--- src/rtl/axi4_lite_pkg.sv ---
// ---------------------------------------------------------------------------
// | Module  : axi4_lite_pkg                                                 |
// | Brief   : Shared types, register offsets and helpers for the AXI4-Lite  |
// |           I/O slave.                                                    |
// | Revision: 1.0 - initial release                                         |
// ---------------------------------------------------------------------------
`default_nettype none

package axi4_lite_pkg;

  // AXI response codes used by this slave
  typedef enum logic [1:0] {
    OKAY   = 2'b00,
    SLVERR = 2'b10
  } resp_t;

  // Register byte offsets
  localparam logic [4:0] LED_OFS       = 5'h00;
  localparam logic [4:0] SEG_OFS       = 5'h04;
  localparam logic [4:0] IRQ_EN_OFS    = 5'h08;
  localparam logic [4:0] IRQ_STAT_OFS  = 5'h0C;
  localparam logic [4:0] TMR_LOAD_OFS  = 5'h10;
  localparam logic [4:0] TMR_CTRL_OFS  = 5'h14;
  localparam logic [4:0] TMR_COUNT_OFS = 5'h18;

  typedef enum logic [0:0] {
    W_IDLE = 1'b0,
    W_RESP = 1'b1
  } wr_state_t;

  typedef enum logic [0:0] {
    R_IDLE = 1'b0,
    R_DATA = 1'b1
  } rd_state_t;

  // Merge new data into an old word, byte lane by byte lane
  function automatic logic [31:0] apply_wstrb(input logic [31:0] old_val,
                                              input logic [31:0] new_val,
                                              input logic [3:0]  strb);
    logic [31:0] res;
    res = old_val;
    for (int b = 0; b < 4; b++) begin
      if (strb[b]) res[8*b +: 8] = new_val[8*b +: 8];
    end
    return res;
  endfunction

endpackage

`default_nettype wire

--- src/rtl/axi4_lite_io_slave_if.sv ---
// ---------------------------------------------------------------------------
// | Module  : axi4_lite_io_slave_if                                         |
// | Brief   : AXI4-Lite five-channel bundle with master/slave views.        |
// | Revision: 1.0 - initial release                                         |
// ---------------------------------------------------------------------------
`default_nettype none

interface axi4_lite_io_slave_if
  import axi4_lite_pkg::*;
#(
  parameter int ADDR_WIDTH = 32,
  parameter int DATA_WIDTH = 32
);
  logic [ADDR_WIDTH-1:0] S_AWADDR;
  logic                  S_AWVALID;
  logic                  S_AWREADY;
  logic [DATA_WIDTH-1:0] S_WDATA;
  logic [3:0]            S_WSTRB;
  logic                  S_WVALID;
  logic                  S_WREADY;
  logic                  S_BREADY;
  logic                  S_BVALID;
  resp_t                 S_BRESP;
  logic [ADDR_WIDTH-1:0] S_ARADDR;
  logic                  S_ARVALID;
  logic                  S_ARREADY;
  logic                  S_RREADY;
  logic [DATA_WIDTH-1:0] S_RDATA;
  logic                  S_RVALID;
  resp_t                 S_RRESP;

  modport master (
    output S_AWADDR, S_AWVALID, S_WDATA, S_WSTRB, S_WVALID, S_BREADY,
           S_ARADDR, S_ARVALID, S_RREADY,
    input  S_AWREADY, S_WREADY, S_BVALID, S_BRESP,
           S_ARREADY, S_RDATA, S_RVALID, S_RRESP
  );

  modport slave (
    input  S_AWADDR, S_AWVALID, S_WDATA, S_WSTRB, S_WVALID, S_BREADY,
           S_ARADDR, S_ARVALID, S_RREADY,
    output S_AWREADY, S_WREADY, S_BVALID, S_BRESP,
           S_ARREADY, S_RDATA, S_RVALID, S_RRESP
  );

endinterface

`default_nettype wire

--- src/rtl/axi_timer_core.sv ---
// ---------------------------------------------------------------------------
// | Module  : axi_timer_core                                                |
// | Brief   : 32-bit down-counter with optional autoreload and a one-cycle  |
// |           fire pulse when the count expires.                            |
// | Revision: 1.0 - initial release                                         |
// ---------------------------------------------------------------------------
`default_nettype none

module axi_timer_core (
  input  logic        clk,
  input  logic        rst,
  input  logic        load_we_i,
  input  logic [31:0] load_val_i,
  input  logic        enable_i,
  input  logic        autoreload_i,
  output logic [31:0] count_o,
  output logic        fire_o
);

  logic [31:0] count_q, count_d;
  logic [31:0] reload_q, reload_d;

  // A fresh load takes priority over expiry in the same cycle
  assign fire_o  = enable_i && !load_we_i && (count_q == 32'd1);
  assign count_o = count_q;

  // Next count: load, then decrement/expire; a zero count is idle
  always_comb begin
    count_d  = count_q;
    reload_d = reload_q;
    if (load_we_i) begin
      count_d  = load_val_i;
      reload_d = load_val_i;
    end else if (enable_i && (count_q != 32'd0)) begin
      if (fire_o) count_d = autoreload_i ? reload_q : 32'd0;
      else        count_d = count_q - 32'd1;
    end
  end

  // Counter and reload value registers
  always_ff @(posedge clk) begin
    if (rst) begin
      count_q  <= 32'd0;
      reload_q <= 32'd0;
    end else begin
      count_q  <= count_d;
      reload_q <= reload_d;
    end
  end

endmodule

`default_nettype wire

--- src/rtl/axi4_lite_io_slave.sv ---
// ---------------------------------------------------------------------------
// | Module  : axi4_lite_io_slave                                            |
// | Brief   : AXI4-Lite register slave driving LEDs, seven-segment and an   |
// |           interrupt from a down-counting timer.                         |
// | Revision: 1.0 - initial release                                         |
// ---------------------------------------------------------------------------
`default_nettype none

module axi4_lite_io_slave
  import axi4_lite_pkg::*;
#(
  parameter int ADDR_WIDTH = 32,
  parameter int DATA_WIDTH = 32
) (
  input  logic                 ACLK,
  input  logic                 ARESET,
  axi4_lite_io_slave_if.slave  s,
  output logic [7:0]           LED_OUT,
  output logic [7:0]           SEVENSEG_OUT,
  output logic                 IRQ_OUT
);

  wr_state_t wr_state_q, wr_state_d;
  rd_state_t rd_state_q, rd_state_d;

  logic                  aw_held_q, w_held_q;
  logic [ADDR_WIDTH-1:0] awaddr_q;
  logic [DATA_WIDTH-1:0] wdata_q;
  logic [3:0]            wstrb_q;
  resp_t                 bresp_q, rresp_q;
  logic [31:0]           rdata_q;

  logic [7:0]  led_q, seg_q;
  logic        irq_en_q, irq_stat_q;
  logic [31:0] tmr_load_q;
  logic [1:0]  tmr_ctrl_q;

  logic        w_awready, w_wready, w_arready;
  logic        w_aw_hs, w_w_hs, w_ar_hs;
  logic        w_commit, w_b_done;
  logic [ADDR_WIDTH-1:0] w_wr_addr;
  logic [31:0] w_wr_data;
  logic [3:0]  w_wr_strb;
  logic [2:0]  w_wr_idx, w_rd_idx;
  logic        w_wr_ok, w_rd_ok;
  logic [31:0] w_rd_mux;
  logic        w_load_we;
  logic [31:0] w_load_val;
  logic [31:0] w_tmr_count;
  logic        w_tmr_fire;
  logic        unused_addr_lsbs;

  // Only the 32-byte window at address zero is decoded
  function automatic logic in_window(input logic [ADDR_WIDTH-1:0] a);
    return (a >> 5) == '0;
  endfunction

  // Byte-offset bits never select anything
  assign unused_addr_lsbs = ^{w_wr_addr[1:0], s.S_ARADDR[1:0]};

  // The write may complete on the same edge as the last handshake, so
  // the beat being presented is used directly when not yet latched
  assign w_wr_addr = aw_held_q ? awaddr_q : s.S_AWADDR;
  assign w_wr_data = w_held_q  ? wdata_q  : s.S_WDATA;
  assign w_wr_strb = w_held_q  ? wstrb_q  : s.S_WSTRB;
  assign w_wr_idx  = w_wr_addr[4:2];
  assign w_wr_ok   = in_window(w_wr_addr) && (w_wr_idx <= TMR_CTRL_OFS[4:2]);

  assign w_aw_hs = s.S_AWVALID & w_awready;
  assign w_w_hs  = s.S_WVALID  & w_wready;

  // Write FSM next state and channel readies
  always_comb begin
    wr_state_d = wr_state_q;
    w_awready  = 1'b0;
    w_wready   = 1'b0;
    w_commit   = 1'b0;
    w_b_done   = 1'b0;
    case (wr_state_q)
      W_IDLE: begin
        w_awready = !aw_held_q;
        w_wready  = !w_held_q;
        if ((aw_held_q || s.S_AWVALID) && (w_held_q || s.S_WVALID)) begin
          w_commit   = 1'b1;
          wr_state_d = W_RESP;
        end
      end
      W_RESP: begin
        if (s.S_BREADY) begin
          w_b_done   = 1'b1;
          wr_state_d = W_IDLE;
        end
      end
      default: wr_state_d = W_IDLE;
    endcase
  end

  // Write FSM state register
  always_ff @(posedge ACLK) begin
    if (ARESET) wr_state_q <= W_IDLE;
    else        wr_state_q <= wr_state_d;
  end

  // AW/W latches and write response
  always_ff @(posedge ACLK) begin
    if (ARESET) begin
      aw_held_q <= 1'b0;
      w_held_q  <= 1'b0;
      awaddr_q  <= '0;
      wdata_q   <= '0;
      wstrb_q   <= '0;
      bresp_q   <= OKAY;
    end else begin
      if (w_aw_hs) begin
        aw_held_q <= 1'b1;
        awaddr_q  <= s.S_AWADDR;
      end
      if (w_w_hs) begin
        w_held_q <= 1'b1;
        wdata_q  <= s.S_WDATA;
        wstrb_q  <= s.S_WSTRB;
      end
      if (w_commit) bresp_q <= w_wr_ok ? OKAY : SLVERR;
      if (w_b_done) begin
        aw_held_q <= 1'b0;
        w_held_q  <= 1'b0;
      end
    end
  end

  assign w_load_we  = w_commit && w_wr_ok && (w_wr_idx == TMR_LOAD_OFS[4:2]);
  assign w_load_val = apply_wstrb(tmr_load_q, w_wr_data, w_wr_strb);

  // Register file; a timer expiry beats a simultaneous W1C clear
  always_ff @(posedge ACLK) begin
    if (ARESET) begin
      led_q      <= 8'd0;
      seg_q      <= 8'd0;
      irq_en_q   <= 1'b0;
      irq_stat_q <= 1'b0;
      tmr_load_q <= 32'd0;
      tmr_ctrl_q <= 2'd0;
    end else begin
      if (w_commit && w_wr_ok && w_wr_strb[0]) begin
        case (w_wr_idx)
          LED_OFS[4:2]:      led_q      <= w_wr_data[7:0];
          SEG_OFS[4:2]:      seg_q      <= w_wr_data[7:0];
          IRQ_EN_OFS[4:2]:   irq_en_q   <= w_wr_data[0];
          TMR_CTRL_OFS[4:2]: tmr_ctrl_q <= w_wr_data[1:0];
          default: ;
        endcase
      end
      if (w_load_we) tmr_load_q <= w_load_val;
      if (w_tmr_fire) begin
        irq_stat_q <= 1'b1;
      end else if (w_commit && w_wr_ok && (w_wr_idx == IRQ_STAT_OFS[4:2]) &&
                   w_wr_strb[0] && w_wr_data[0]) begin
        irq_stat_q <= 1'b0;
      end
    end
  end

  axi_timer_core u_timer (
    .clk          (ACLK),
    .rst          (ARESET),
    .load_we_i    (w_load_we),
    .load_val_i   (w_load_val),
    .enable_i     (tmr_ctrl_q[0]),
    .autoreload_i (tmr_ctrl_q[1]),
    .count_o      (w_tmr_count),
    .fire_o       (w_tmr_fire)
  );

  assign w_rd_idx = s.S_ARADDR[4:2];
  assign w_rd_ok  = in_window(s.S_ARADDR) && (w_rd_idx != 3'd7);

  // Read data mux; unimplemented bits read as zero
  always_comb begin
    w_rd_mux = 32'd0;
    case (w_rd_idx)
      LED_OFS[4:2]:       w_rd_mux = {24'd0, led_q};
      SEG_OFS[4:2]:       w_rd_mux = {24'd0, seg_q};
      IRQ_EN_OFS[4:2]:    w_rd_mux = {31'd0, irq_en_q};
      IRQ_STAT_OFS[4:2]:  w_rd_mux = {31'd0, irq_stat_q};
      TMR_LOAD_OFS[4:2]:  w_rd_mux = tmr_load_q;
      TMR_CTRL_OFS[4:2]:  w_rd_mux = {30'd0, tmr_ctrl_q};
      TMR_COUNT_OFS[4:2]: w_rd_mux = w_tmr_count;
      default:            w_rd_mux = 32'd0;
    endcase
    if (!w_rd_ok) w_rd_mux = 32'd0;
  end

  // Read FSM next state and ARREADY
  always_comb begin
    rd_state_d = rd_state_q;
    w_arready  = 1'b0;
    case (rd_state_q)
      R_IDLE: begin
        w_arready = 1'b1;
        if (s.S_ARVALID) rd_state_d = R_DATA;
      end
      R_DATA: begin
        if (s.S_RREADY) rd_state_d = R_IDLE;
      end
      default: rd_state_d = R_IDLE;
    endcase
  end

  assign w_ar_hs = s.S_ARVALID & w_arready;

  // Read FSM state register
  always_ff @(posedge ACLK) begin
    if (ARESET) rd_state_q <= R_IDLE;
    else        rd_state_q <= rd_state_d;
  end

  // Read data is captured at the AR handshake and held until accepted
  always_ff @(posedge ACLK) begin
    if (ARESET) begin
      rdata_q <= 32'd0;
      rresp_q <= OKAY;
    end else if (w_ar_hs) begin
      rdata_q <= w_rd_mux;
      rresp_q <= w_rd_ok ? OKAY : SLVERR;
    end
  end

  assign s.S_AWREADY = w_awready;
  assign s.S_WREADY  = w_wready;
  assign s.S_BVALID  = (wr_state_q == W_RESP);
  assign s.S_BRESP   = bresp_q;
  assign s.S_ARREADY = w_arready;
  assign s.S_RVALID  = (rd_state_q == R_DATA);
  assign s.S_RDATA   = rdata_q;
  assign s.S_RRESP   = rresp_q;

  assign LED_OUT      = led_q;
  assign SEVENSEG_OUT = seg_q;
  assign IRQ_OUT      = irq_stat_q & irq_en_q;

endmodule

`default_nettype wire
--- src/flat_wrapper.sv ---
// flat-port wrapper written by rule: the top's interface ports become plain ports
module axi4_lite_io_slave_flat import axi4_lite_pkg::*;
#(
  parameter int ADDR_WIDTH = 32,
  parameter int DATA_WIDTH = 32
)
  (ACLK, ARESET, LED_OUT, SEVENSEG_OUT, IRQ_OUT, s_S_AWADDR, s_S_AWVALID, s_S_WDATA, s_S_WSTRB, s_S_WVALID, s_S_BREADY, s_S_ARADDR, s_S_ARVALID, s_S_RREADY, s_S_AWREADY, s_S_WREADY, s_S_BVALID, s_S_BRESP, s_S_ARREADY, s_S_RDATA, s_S_RVALID, s_S_RRESP);
  axi4_lite_io_slave_if #(.ADDR_WIDTH(ADDR_WIDTH), .DATA_WIDTH(DATA_WIDTH)) s_i ();
  input  logic ACLK;
  input  logic ARESET;
  output logic [7:0] LED_OUT;
  output logic [7:0] SEVENSEG_OUT;
  output logic IRQ_OUT;
  input wire logic [$bits(s_i.S_AWADDR)-1:0] s_S_AWADDR;
  input wire logic [$bits(s_i.S_AWVALID)-1:0] s_S_AWVALID;
  input wire logic [$bits(s_i.S_WDATA)-1:0] s_S_WDATA;
  input wire logic [$bits(s_i.S_WSTRB)-1:0] s_S_WSTRB;
  input wire logic [$bits(s_i.S_WVALID)-1:0] s_S_WVALID;
  input wire logic [$bits(s_i.S_BREADY)-1:0] s_S_BREADY;
  input wire logic [$bits(s_i.S_ARADDR)-1:0] s_S_ARADDR;
  input wire logic [$bits(s_i.S_ARVALID)-1:0] s_S_ARVALID;
  input wire logic [$bits(s_i.S_RREADY)-1:0] s_S_RREADY;
  output wire logic [$bits(s_i.S_AWREADY)-1:0] s_S_AWREADY;
  output wire logic [$bits(s_i.S_WREADY)-1:0] s_S_WREADY;
  output wire logic [$bits(s_i.S_BVALID)-1:0] s_S_BVALID;
  output wire logic [$bits(s_i.S_BRESP)-1:0] s_S_BRESP;
  output wire logic [$bits(s_i.S_ARREADY)-1:0] s_S_ARREADY;
  output wire logic [$bits(s_i.S_RDATA)-1:0] s_S_RDATA;
  output wire logic [$bits(s_i.S_RVALID)-1:0] s_S_RVALID;
  output wire logic [$bits(s_i.S_RRESP)-1:0] s_S_RRESP;
  assign s_i.S_AWADDR = s_S_AWADDR;
  assign s_i.S_AWVALID = s_S_AWVALID;
  assign s_i.S_WDATA = s_S_WDATA;
  assign s_i.S_WSTRB = s_S_WSTRB;
  assign s_i.S_WVALID = s_S_WVALID;
  assign s_i.S_BREADY = s_S_BREADY;
  assign s_i.S_ARADDR = s_S_ARADDR;
  assign s_i.S_ARVALID = s_S_ARVALID;
  assign s_i.S_RREADY = s_S_RREADY;
  assign s_S_AWREADY = s_i.S_AWREADY;
  assign s_S_WREADY = s_i.S_WREADY;
  assign s_S_BVALID = s_i.S_BVALID;
  assign s_S_BRESP = s_i.S_BRESP;
  assign s_S_ARREADY = s_i.S_ARREADY;
  assign s_S_RDATA = s_i.S_RDATA;
  assign s_S_RVALID = s_i.S_RVALID;
  assign s_S_RRESP = s_i.S_RRESP;
  axi4_lite_io_slave #(.ADDR_WIDTH(ADDR_WIDTH), .DATA_WIDTH(DATA_WIDTH)) u_core (.ACLK(ACLK), .ARESET(ARESET), .s(s_i), .LED_OUT(LED_OUT), .SEVENSEG_OUT(SEVENSEG_OUT), .IRQ_OUT(IRQ_OUT));
endmodule
--- config.mk ---
export PLATFORM = sky130hd
export DESIGN_NAME = axi4_lite_io_slave_flat
export DESIGN_NICKNAME = d
export VERILOG_FILES = /design/src/rtl/axi4_lite_pkg.sv /design/src/rtl/axi4_lite_io_slave_if.sv /design/src/rtl/axi_timer_core.sv /design/src/rtl/axi4_lite_io_slave.sv /design/src/flat_wrapper.sv
export SDC_FILE = /design/constraint.sdc
export NUM_CORES = 1
export LEC_CHECK = 0
export ABC_AREA = 1
export CAP_MARGIN = 0
export CORE_MARGIN = 2
export CORE_UTILIZATION = 59
export DETAILED_ROUTE_END_ITERATION = 16
export GPL_TIMING_DRIVEN = 0
export PLACE_DENSITY = 0.83
export RECOVER_POWER = 50
export SETUP_SLACK_MARGIN = 0.4
export SYNTH_ARGS = -nofsm -noshare
export SYNTH_HDL_FRONTEND = slang
export SYNTH_SLANG_ARGS = --single-unit
export TNS_END_PERCENT = 100
--- constraint.sdc ---
create_clock -name ACLK -period 4.1 [get_ports ACLK]
set_input_delay 1.23 -clock ACLK [delete_from_list [all_inputs] [get_ports ACLK]]
set_output_delay 1.23 -clock ACLK [all_outputs]
set_load 0.03 [all_outputs]
# Word level (Yosys, flattened, before mapping)
# Index checks and enable logic that the tools add are counted.
# word_totals
register_bits	192
in_bits	107
# op_classes
add_sub_neg	1
order_cmp	1
eq_ne	13
mux	29
bitwise_logic	6
n_reduce_logical	29
# ops
cell	n
32-bit 2-to-1 mux	7
32-bit one-hot mux with 7 select lines	1
32-bit logical NOT	2
32-bit by 1-bit == test with 1-bit output (second input constant)	1
8-bit 2-to-1 mux	4
32-bit nonzero test	1
32-bit by 1-bit subtractor with 32-bit output (second input constant)	1
3-bit == test (second input constant)	5
3-bit by 2-bit == test with 1-bit output (second input constant)	4
1-bit logical AND	12
1-bit 2-to-1 mux	12
2-bit AND reduction	4
3-bit by 1-bit == test with 1-bit output (second input constant)	2
3-bit logical NOT	2
1-bit AND	4
2-bit 2-to-1 mux	2
4-bit 2-to-1 mux	1
1-bit one-hot mux with 2 select lines	2
2-bit nonzero test	2
3-bit <= comparator (second input constant)	1
1-bit logical NOT	3
3-bit inequality test (second input constant)	1
1-bit logical OR	2
1-bit inverter	2
2-bit OR reduction	1

# Longest topological paths before layout
# depth
ltp_word	12
mapped_depth	13

# Modules after synthesis
# From an unflattened synthesis, not the netlist that was laid out.
# hier_totals
cells_unflattened	1831
area_unflattened_um2	11566.1
# by_module_without_submodules
module	instances	cells_each	area_per_inst_um2
axi4_lite_io_slave	1	1206	7668.6
axi_timer_core	1	625	3897.5

# Worst setup path before layout
# No wires, ideal clock.
# synth_path
path_kind	input to register
from	in s_S_AWADDR[25]
to	reg u_core.u_timer.count_q[10] (netlist: u_core.u_timer.count_o[10])
setup_time_ns	0.119
t_arrival_ns	2.363
required_ns	3.981
path_slack_ns	1.619
path_stages	11
n_path_buf	1
cell_sequence	nor2_1 nand2_1 o21ai_0 nand2_1 nor2_8 nand3_4 buf_2 nand2_1 nand3_1 nor2_1 nor2_2
# synth_between
elab_chain_cells	11
# synth_lines
element	line_no	text
start, declared	flat_wrapper.sv:14	input wire logic [$bits(s_i.S_AWADDR)-1:0] s_S_AWADDR;
32-bit 2-to-1 mux *	axi4_lite_io_slave.sv:63	assign w_wr_addr = aw_held_q ? awaddr_q : s.S_AWADDR;
32-bit logical NOT *	axi4_lite_io_slave.sv:55	return (a >> 5) == '0;
1-bit logical AND *	axi4_lite_io_slave.sv:67	assign w_wr_ok = in_window(w_wr_addr) && (w_wr_idx <= TMR_CTRL_OFS[4:2]);
1-bit logical AND * (2 in series)	axi4_lite_io_slave.sv:131	assign w_load_we = w_commit && w_wr_ok && (w_wr_idx == TMR_LOAD_OFS[4:2]);
1-bit logical NOT	axi_timer_core.sv:24	assign fire_o = enable_i && !load_we_i && (count_q == 32'd1);
1-bit logical AND (2 in series)	axi_timer_core.sv:24	
32-bit 2-to-1 mux	axi_timer_core.sv:35	if (fire_o) count_d = autoreload_i ? reload_q : 32'd0;
32-bit 2-to-1 mux	axi_timer_core.sv:34	end else if (enable_i && (count_q != 32'd0)) begin
32-bit 2-to-1 mux	axi_timer_core.sv:31	if (load_we_i) begin
end signal, assigned	axi_timer_core.sv:46	count_q <= count_d;
end, declared	axi_timer_core.sv:20	logic [31:0] count_q, count_d;
# Mark *: on every way between the ends. The rest lies on a longest branch, timed or not. The select of a mux whose other input is x is not followed.
# A chain may end at the register's enable or synchronous reset.

# Worst setup path in the final report
# layout_path
from	in s_S_AWVALID
to	reg u_core.u_timer.count_q[12] (netlist: u_core.u_timer.count_o[12])
# layout_between
elab_chain_cells	12
# layout_lines
element	line_no	text
start, declared	flat_wrapper.sv:15	input wire logic [$bits(s_i.S_AWVALID)-1:0] s_S_AWVALID;
1-bit logical OR *	axi4_lite_io_slave.sv:83	if ((aw_held_q || s.S_AWVALID) && (w_held_q || s.S_WVALID)) begin
1-bit logical AND *	axi4_lite_io_slave.sv:83	
1-bit 2-to-1 mux *	axi4_lite_io_slave.sv:83	
1-bit 2-to-1 mux *	axi4_lite_io_slave.sv:79	case (wr_state_q)
1-bit logical AND * (2 in series)	axi4_lite_io_slave.sv:131	
1-bit logical NOT	axi_timer_core.sv:24	
1-bit logical AND (2 in series)	axi_timer_core.sv:24	
32-bit 2-to-1 mux	axi_timer_core.sv:35	
32-bit 2-to-1 mux	axi_timer_core.sv:34	
32-bit 2-to-1 mux	axi_timer_core.sv:31	
# Marked as above.

==> metrics.md <==
| Metric | Value |
|---|---|
| Top post-synthesis cells by count | `nor2_1, nand2_1, dfxtp_1` |
| Yosys top cell by area | `dfxtp_1` |
| Worst Hold Class | `flop to flop` |
| Number of buffers created by CTS | `17` |
| DPL Wire Length | `between 20000 and 25000 µm` |
| Crit Path Max Fanout | `10` |
| Max H-tree Level | `4` |
| IO Pins | `between 150 and 200` |
| FMAX | `296 MHz` |
| Pwr dens | `around 340 nW/µm²` |
| Vias per cell | `5.72` |
| FF-to-FF setup slack | `approximately 1.6 ns` |
| Tightest Pin Transition | `around 0.84 ns` |
| Vias | `11200` |
| Critical path arrival | `3.76 ns` |
| Iteration-0 DRC count of the detailed router | `about 1300` |
| Post-route ant nets | `0` |
| Mapped Cells | `1544` |
| Area of the core | `17100 µm²` |
| CTS max path bufs | `2` |
| Tmin final | `3.38 ns` |
| Top cells by area, synth | `dfxtp_1, nor2_1, nand2_1, o21ai_0, a21oi_1` |
| DIE AREA | `18400 µm²` |
| Hold Fails Final Rpt | `0` |
| Most numerous cell in the Yosys netlist | `nor2_1` |
| Register Area | `3760 µm²` |
| Area growth syn-to-layout | `23.3%` |
| Synth Cell Area | `approximately 10000 µm²` |
| Worst setup path class | `primary input to flop` |
| Setup violators final | `0` |
| Vias in the first global route | `slightly above 10000` |
| Leakage power | `around 5.2 nW` |
| Worst Path Required | `4.48 ns` |
| Final Total Pwr | `4.33 mW` |
| Number of buffers added on ports | `~160` |
| CTS tree | `built` |
| Antenna violations before repair | `0` |
| Residual DRC count | `0` |
| Setup Buffers After CTS | `0` |
| Die width | `136 µm` |
| Worst slew margin | `0.438` |
| Inserted Diodes | `0` |
| Root Buffer | `clkbuf_16` |
| First-pass GRT wire length | `52100 µm` |
| Mean Syn Cell Area | `6.61 µm²` |
| Clk sinks | `188` |
| Asr flop ratio synth | `0` |
| Pin count of the biggest net entering global routing | `18` |
| Yosys top cell area share | `0.369` |
| Total GRT Usage | `0.364` |
| Final period utilization | `0.824` |
| GRT overflow | `0` |
| Final Skew | `0.00949 ns` |
| Initial core utilization | `0.596` |
| Net count, final | `1831` |
| Outcome | `complete, no violations` |
| Syn. warnings | `0` |
| Post-cts resize count | `0` |
| Seq/Total Area, Yosys | `0.369` |
| Seq cells post-synth | `188` |
| Startpoint Class | `primary input` |
| Routed wire per std cell | `17.1 µm` |
| Std cell rows | `48` |
| Critical Path End Type | `flop` |
| Clock transition at path regs | `0.08 ns` |
| Final RePlAce weighted congestion | `0.957` |
| Max Slew Vio Count | `0` |
| Most used DFF post-synth | `dfxtp_1` |
| Area of the multi-input gates | `around 5400 µm²` |
| Maxcap violations | `0` |
| Distinct cells, synth | `42` |
| Share of cells above drive strength 1 | `0.0716` |
| Setup TNS | `0 ns` |
| RSZ-0062 raised after global routing | `false` |
| Clk_lat worst skew | `approximately 0.45 ns` |
| IR drop worst, VDD | `0.329 mV` |
| Final WL | `33500 µm` |
| CTS Hold Bufs | `0` |
| EDFF count, synth | `0` |
| DR pass1 iterations | `8` |
| FILL cells | `1461` |
| Chip Height | `roughly 140 µm` |
-- flip-flops by register name, indices dropped and copies added, names as in the netlist --
| register | flops |
|---|---|
| u_core.LED_OUT | 8 |
| u_core.SEVENSEG_OUT | 8 |
| u_core.aw_held_q | 1 |
| u_core.awaddr_q | 30 |
| u_core.irq_en_q | 1 |
| u_core.irq_stat_q | 1 |
| u_core.s.S_BRESP | 1 |
| u_core.s.S_BVALID | 1 |
| u_core.s.S_RDATA | 32 |
| u_core.s.S_RRESP | 1 |
| u_core.s.S_RVALID | 1 |
| u_core.tmr_ctrl_q | 2 |
| u_core.tmr_load_q | 32 |
| u_core.u_timer.count_o | 32 |
| u_core.w_held_q | 1 |
| u_core.wdata_q | 32 |
| u_core.wstrb_q | 4 |
-- where the power goes --
| group | switching (mW) | internal, mW |
|---|---|---|
| clock | 0.793 | 0.928 |
| combinational | 0.419 | 0.252 |
| sequential | 0.0392 | 1.90 |
| total | 1.25 | 3.08 |
-- cell usage in the layout, fill, tap and decap left out, types with 3 or more instances in the layout --
cell,instances
buf_1,3
clkinv_4,4
o21ai_1,11
nor3_1,5
nand2_2,4
nor2_2,10
buf_6,7
o21ai_0,157
o21ai_2,3
clkinv_1,3
buf_4,9
buf_2,9
clkbuf_16,17
a21oi_1,110
inv_6,5
o211ai_1,24
nand4_1,37
nand3b_1,4
clkdlybuf4s50_1,105
o22ai_1,31
nor2_4,8
xor2_1,16
ha_1,3
nor2_1,311
or2_2,27
clkbuf_1,56
nand3_1,85
dlygate4sd3_1,52
dfxtp_1,188
nand2_1,262
nand4_2,5
inv_1,138
-- path summary, 6_finish.rpt --
path                                          from                                 endpoint  depth (start not counted)
hold / removal    u_core.awaddr_q[20]$_SDFFE_PP0P_         u_core.awaddr_q[20]$_SDFFE_PP0P_                          2
setup reg to reg     u_core.aw_held_q$_SDFFE_PP0P_  u_core.u_timer.count_o[12]$_SDFFE_PP0P_                         12
setup / recovery                       s_S_AWVALID  u_core.u_timer.count_o[12]$_SDFFE_PP0P_                         13
hold reg to reg   u_core.awaddr_q[20]$_SDFFE_PP0P_         u_core.awaddr_q[20]$_SDFFE_PP0P_                          2
-- area by class of cell --
class	count	area share
plain buffers	87	0.0368
clock buffers	18	0.0349
clock inverters	13	0.0123
inverters	143	0.0426
multi-input cells	1127	0.427
flip-flops and latches	188	0.299
well taps	225	0.0224
repair buffers	157	0.125
-- layer usage --
metal	up-vias	track usage	part of all wire
li1	5401	-	-
met1	5033	0.478	0.40
met2	652	0.572	0.44
met3	112	0.0853	0.11
met4	0	0.165	0.039
met5	-	0	0
-- metrics by stage --
stage          utilization  hold WS [ns]  instance area, µm²  instances  setup WS (ns)
2_1_floorplan            -         0.429               10200       1545           1.62
3_3_place_gp         0.705         0.442               12100       1927          0.514
3_5_place_dp         0.705         0.452               12100       1927          0.503
4_1_cts              0.740         0.462               12700       1958          0.957
5_1_grt              0.735         0.480               12600       1958          0.581
6_report             0.735         0.460               12600       1958          0.721
-- critical path, cell delays in order --
cell and delay [ns]:
dlygate4sd3_1 0.55, inv_1 0.05, nand2_1 0.09, nand3_1 0.14
nor2_1 0.13, nand2_1 0.06, nor2_1 0.35, clkbuf_1 0.57
buf_12 0.23, nand4_1 0.11, nand3_1 0.10, nor2_1 0.05
nor2_2 0.09
-- logic make-up after synthesis --
logic type      after synthesis  synth area share
simple gates                764             0.334
xor+xnor                     16            0.0137
other cells                   1          0.000367
buf+inv                     230            0.0991
fa+ha+maj                     3           0.00368
flops                       188             0.369
compound gates              342             0.180
(Power assumes the default switching activity.)
